--- src/rtl/calc_pkg.sv ---
// calc_pkg
// Shared types and default sizing for the calculator's serial transmit path.
//   tx_state_t   : transmitter FSM states (IDLE, LOADED, SHIFT, DONE)
//   CALC_DATA_W  : default width of a transmitted result word
//   CALC_CLK_DIV : default number of system clocks per serial bit
package calc_pkg;

  typedef enum logic [1:0] {
    IDLE,
    LOADED,
    SHIFT,
    DONE
  } tx_state_t;

  localparam int CALC_DATA_W  = 16;
  localparam int CALC_CLK_DIV = 4;

endpackage

--- src/rtl/serial_transceiver_bit_rate_gen.sv ---
// bit_rate_gen
// Divides the system clock down to the serial bit rate while a transfer is
// in progress. The prescaler runs only while enabled and sits at zero
// otherwise, so every frame starts on a fresh bit boundary.
// Ports:
//   Clk, Reset : system clock, asynchronous active-high reset
//   en         : high while the transmitter is shifting
//   bit_end    : one-cycle pulse on the last clock of each bit period
//   sclk       : serial bit clock, low for the first half of a bit, high
//                for the second half
module bit_rate_gen
  import calc_pkg::*;
#(
  parameter int CLK_DIV = CALC_CLK_DIV
) (
  input  logic Clk,
  input  logic Reset,
  input  logic en,
  output logic bit_end,
  output logic sclk
);

  localparam int PRE_W = (CLK_DIV > 1) ? $clog2(CLK_DIV) : 1;
  localparam logic [PRE_W-1:0] PRE_LAST = PRE_W'(CLK_DIV - 1);
  localparam logic [PRE_W-1:0] PRE_HALF = PRE_W'(CLK_DIV / 2);
  localparam logic [PRE_W-1:0] PRE_ONE  = PRE_W'(1);

  logic [PRE_W-1:0] pre_d, pre_q;

  // Counts 0..CLK_DIV-1 and wraps; any cycle without enable forces it back
  // to zero so a new frame always begins at the start of a bit.
  always_comb begin
    pre_d = '0;
    if (en && (pre_q != PRE_LAST)) begin
      pre_d = pre_q + PRE_ONE;
    end
  end

  always_ff @(posedge Clk or posedge Reset) begin
    if (Reset) begin
      pre_q <= '0;
    end else begin
      pre_q <= pre_d;
    end
  end

  assign bit_end = en && (pre_q == PRE_LAST);
  assign sclk    = en && (pre_q >= PRE_HALF);

endmodule

--- src/rtl/serial_transceiver.sv ---
// serial_transceiver
// Parallel-to-serial transmit stage behind the calculator's read/write flow
// controller. A result word is captured on SampleData and sent MSB first on
// a framed serial link once TxData is seen; TxDone then stays high until
// the next word is sampled, which lets the controller return to idle.
// Ports:
//   Clk, Reset  : system clock, asynchronous active-high reset
//   DIn         : word to transmit, captured when SampleData is high
//   SampleData  : load DIn into the shift register
//   TxData      : start sending the loaded word (level, may be held)
//   SOut        : serial data, MSB first, zero outside a frame
//   SClk        : serial bit clock, receiver samples on its rising edge
//   SFrame      : high while bits are on SOut
//   TxBusy      : high while shifting (same as SFrame)
//   TxDone      : high from end of a frame until the next SampleData
module serial_transceiver
  import calc_pkg::*;
#(
  parameter int DATA_W  = CALC_DATA_W,
  parameter int CLK_DIV = CALC_CLK_DIV
) (
  input  logic              Clk,
  input  logic              Reset,
  input  logic [DATA_W-1:0] DIn,
  input  logic              SampleData,
  input  logic              TxData,
  output logic              SOut,
  output logic              SClk,
  output logic              SFrame,
  output logic              TxBusy,
  output logic              TxDone
);

  localparam int CNT_W = (DATA_W > 1) ? $clog2(DATA_W) : 1;
  localparam logic [CNT_W-1:0] CNT_LAST = CNT_W'(DATA_W - 1);
  localparam logic [CNT_W-1:0] CNT_ONE  = CNT_W'(1);

  tx_state_t         state_d, state_q;
  logic [DATA_W-1:0] shreg_d, shreg_q;
  logic [CNT_W-1:0]  bitcnt_d, bitcnt_q;
  logic              shifting;
  logic              bit_end;
  logic              sclk_int;

  assign shifting = (state_q == SHIFT);

  bit_rate_gen #(
    .CLK_DIV (CLK_DIV)
  ) u_bit_rate_gen (
    .Clk     (Clk),
    .Reset   (Reset),
    .en      (shifting),
    .bit_end (bit_end),
    .sclk    (sclk_int)
  );

  // Sampling wins over starting in LOADED so the controller can always
  // refresh the word. Once DONE, a still-held TxData is ignored: only a new
  // sample re-arms the transmitter, so a frame is never repeated.
  always_comb begin
    state_d  = state_q;
    shreg_d  = shreg_q;
    bitcnt_d = bitcnt_q;
    unique case (state_q)
      IDLE: begin
        if (SampleData) begin
          state_d = LOADED;
          shreg_d = DIn;
        end
      end
      LOADED: begin
        if (SampleData) begin
          shreg_d = DIn;
        end else if (TxData) begin
          state_d  = SHIFT;
          bitcnt_d = CNT_LAST;
        end
      end
      SHIFT: begin
        if (bit_end) begin
          if (bitcnt_q == '0) begin
            state_d = DONE;
          end else begin
            shreg_d  = {shreg_q[DATA_W-2:0], 1'b0};
            bitcnt_d = bitcnt_q - CNT_ONE;
          end
        end
      end
      DONE: begin
        if (SampleData) begin
          state_d = LOADED;
          shreg_d = DIn;
        end
      end
      default: begin
        state_d = IDLE;
      end
    endcase
  end

  always_ff @(posedge Clk or posedge Reset) begin
    if (Reset) begin
      state_q  <= IDLE;
      shreg_q  <= '0;
      bitcnt_q <= '0;
    end else begin
      state_q  <= state_d;
      shreg_q  <= shreg_d;
      bitcnt_q <= bitcnt_d;
    end
  end

  // All outputs decode registered state only, so reset clears them at once.
  assign SOut   = shifting & shreg_q[DATA_W-1];
  assign SClk   = sclk_int;
  assign SFrame = shifting;
  assign TxBusy = shifting;
  assign TxDone = (state_q == DONE);

endmodule

--- config.mk ---
export PLATFORM = sky130hd
export DESIGN_NAME = serial_transceiver
export DESIGN_NICKNAME = d
export VERILOG_FILES = /design/src/rtl/calc_pkg.sv /design/src/rtl/serial_transceiver_bit_rate_gen.sv /design/src/rtl/serial_transceiver.sv
export SDC_FILE = /design/constraint.sdc
export NUM_CORES = 1
export LEC_CHECK = 0
export CAP_MARGIN = 20
export CORE_MARGIN = 1
export CORE_UTILIZATION = 47
export CTS_BUF_LIST = sky130_fd_sc_hd__clkbuf_4 sky130_fd_sc_hd__clkbuf_8
export DETAILED_ROUTE_END_ITERATION = 6
export HOLD_SLACK_MARGIN = 0.06
export PLACE_DENSITY = 0.73
export SYNTH_ARGS = -nofsm -noshare
export SYNTH_HDL_FRONTEND = slang
export SYNTH_SLANG_ARGS = --single-unit
--- constraint.sdc ---
create_clock -name Clk -period 2.55 [get_ports Clk]
set_clock_uncertainty 0.15 [all_clocks]
set_input_delay 0.51 -clock Clk [delete_from_list [all_inputs] [get_ports Clk]]
set_output_delay 0.51 -clock Clk [all_outputs]
set_load 0.02 [all_outputs]
==> results_dict.tcl <==
set metrics [dict create \
    status "finished clean" \
    route.detailed.drc 0 \
    hpwl_mm 1.928 \
    numCtsBuffers 3 \
    gp_congestion 0.7925 \
    diodes 0 \
    critPathMaxStageDelay_ns 0.61 \
    ant_nets 0 \
    p_int_mw 1.026 \
    required_ns 1.89 \
    power_frac_comb 0.441 \
    setup.worst_path.end_class "output pin" \
    syn_avg_cell_area_um2 9.905 \
    port_buffers 24 \
    cts_tree "yes" \
    core-area_mm2 0.002545 \
    die-width_um 54.75 \
    cts.clk_slew.worst_paths_ns 0.15 \
    yosysUniqueCellTypes 31 \
    totalWireLength_mm 2.611 \
    leakagePower_nw 0.6967 \
    dp_slack_ns 0.2038 \
    antenna_found_initial 0 \
    clock_sinks 24 \
    netlist_instances 132 \
    die-area_mm2 0.002997 \
    wl_per_cell_um 13.96 \
    powerDensity_mw_per_mm2 986.0 \
    maxSlewHeadroom 0.7506 \
    cts_hold_buf 0 \
    grt_setup_unrepaired "no" \
    synth_area_mm2 0.001308 \
    slowest_stage "clkdlybuf4s50_1" \
    drtIter0Drc 14 \
    drive_above_1_share 0.08917 \
    synthToLayoutAreaGrowth_pct 26.32 \
    via_count 1029 \
    post_cts_buffers 0 \
    floorplan.initialDensity 0.5138 \
    vias_per_cell 5.503 \
    vdd_drop_max_v 0.0006511 \
    ys_seq_area_frac 0.4593 \
    hold_violations 0 \
    cp_max_fo 8 \
    finalSetupTns_ns 0 \
    p_sw_mw 0.6022 \
    maxCapViolCount 0 \
    setup-violations-final 0 \
    worstPathCellList "inv_1, ha_4, clkdlybuf4s50_1" \
    grt_pass1_wl_mm 4.326 \
    grt_max_degree 33 \
    cts_buffer_depth 2 \
    cp_top_family "buffers and inverters" \
    ctsRootBufferMaster "clkbuf_4" \
    grt-ovfl-total 0 \
    synth_warnings 0 \
    num_io_pins 25 \
    row_count 18 \
    path_buf_inv 2 \
    drv_slew 0 \
    track_usage 0.2092 \
    setup_ws_ns 0.1319 \
    clkPwrFrac 0.174 \
    crit_type "reg -> out" \
    grt_pass1_vias 963 \
    fin_crit_ns 2.418 \
    finalCritPeriodShare 0.9483 \
    worstPathArrival_ns 1.76 \
    p_seq_frac 0.385 \
    die_h_um 54.75 \
    clk_latency_ns 0.33 \
    switching_share 0.3698 \
    synth_seq_cells 24 \
    critPathLaunchType "register" \
    nets 185 \
    dr.pass1.iters 4 \
    fmax_ghz 0.4135 \
    synth.net_count 159 \
    hp-class "reg -> reg" \
    worst_pin_slew_ns 0.3725 \
    h-tree-depth 1 \
]
==> cell type report <==
type | instances | area, um^2
fillers | 212 | 893.4
well taps | 30 | 37.54
repair buffers | 28 | 271.5
clock buffers | 3 | 22.52
flip-flops and latches | 24 | 600.6
clock inverters | 1 | 30.03
inverters | 10 | 37.54
multi-input cells | 91 | 651.9
==> cells by family (layout without fill, tap and decap cells) <==
| logic type | Yosys count | after routing | share of synthesized area |
|---|---|---|---|
| simple gates | 35 | 35 | 0.1349 |
| buf+inv | 17 | 42 | 0.05742 |
| compound gates | 34 | 34 | 0.1665 |
| flops | 24 | 24 | 0.4593 |
| mux | 15 | 15 | 0.1148 |
| fa+ha+maj | 7 | 7 | 0.06698 |
==> cells in the final DEF (no fill, tap or decap), types with 2 or more instances in the layout <==
master	instances
a21oi_1	22
buf_4	4
clkbuf_4	3
clkdlybuf4s50_1	22
dfrtp_1	24
ha_1	6
inv_1	10
mux2i_1	15
nand2_1	2
nand2b_1	2
nor2_1	20
or3_1	2
==> path summary, 6_finish.rpt <==
kind	startpoint	end	slack (ns)	cells past startpoint
min in group asynchronous	Reset	shreg_q[9]	0.35	3
worst min register to register	u_bit_rate_gen.pre_q[0]	u_bit_rate_gen.pre_q[0]	0.34	1
worst max-delay path	state_q[0]	SFrame	0.13	3
worst min-delay path	u_bit_rate_gen.pre_q[0]	u_bit_rate_gen.pre_q[0]	0.34	1
worst max register to register	bitcnt_q[0]	state_q[1]	0.44	6
max in group asynchronous	Reset	u_bit_rate_gen.pre_q[0]	1.66	3
==> routing by layer <==
metal,track usage,up-vias,part of all wire
li1,-,509,-
met1,0.2569,491,0.43
met2,0.3394,24,0.50
met3,0.04722,5,0.047
met4,0.1068,0,0.014
met5,0,-,0
==> stage by stage <==
step	instance area (um^2)	util	cells	power [mW]	hold slack, ns
floorplan	1308	-	132	1.129	0.2796
global placement	1585	0.6229	183	1.283	0.2915
CTS	1649	0.6480	187	1.637	0.3423
detailed placement	1585	0.6229	183	1.331	0.3242
global route	1652	0.6490	187	1.756	0.3657
finish	1652	0.6490	187	1.628	0.3351
==> power groups by stage <==
stage / sequential (mW) / combinational (mW) / clock, mW
final: 0.627 / 0.719 / 0.283
after global routing: 0.644 / 0.808 / 0.305
after CTS: 0.626 / 0.724 / 0.286
after detailed placement: 0.630 / 0.700 / 0
after global placement: 0.617 / 0.666 / 0
after floorplan: 0.602 / 0.526 / 0
==> state kept, by name, summed over array words and instances (netlist names) <==
name / count
bitcnt_q: 4
shreg_q: 16
state_q: 2
u_bit_rate_gen.pre_q: 2
==> cell usage after synthesis <==
cell / instances / area, um^2
a211oi_2: 2 / 25.02
a21boi_1: 1 / 7.510
a21oi_1: 22 / 110.1
a221o_1: 1 / 10.01
a22o_1: 1 / 8.760
a2bb2oi_1: 1 / 8.760
a311o_1: 1 / 10.01
a311oi_1: 1 / 8.760
a31o_2: 1 / 8.760
and2_1: 1 / 6.260
and4_1: 1 / 8.760
buf_2: 6 / 30.03
buf_4: 1 / 7.510
dfrtp_1: 24 / 600.6
ha_1: 7 / 87.58
inv_1: 10 / 37.54
mux2i_1: 15 / 150.1
nand2_1: 2 / 7.510
nand2b_1: 2 / 12.51
nand3b_1: 1 / 7.510
nor2_1: 20 / 75.07
nor2b_1: 1 / 6.260
nor3_1: 1 / 5.000
nor3b_1: 1 / 7.510
nor3b_2: 1 / 12.51
o21a_1: 1 / 7.510
o21ai_0: 1 / 5.000
o31ai_1: 1 / 7.510
or2_2: 1 / 6.260
or3_1: 2 / 12.51
or3b_1: 1 / 8.760
==> repair_timing <==
item                                   CTS  global route
cloned                                   0             0
resized for setup                        3             1
pin swaps                                0             0
endpoints found under the hold margin    0             0
setup endpoints to repair                4             1
Power figures use the tool's default switching activity.
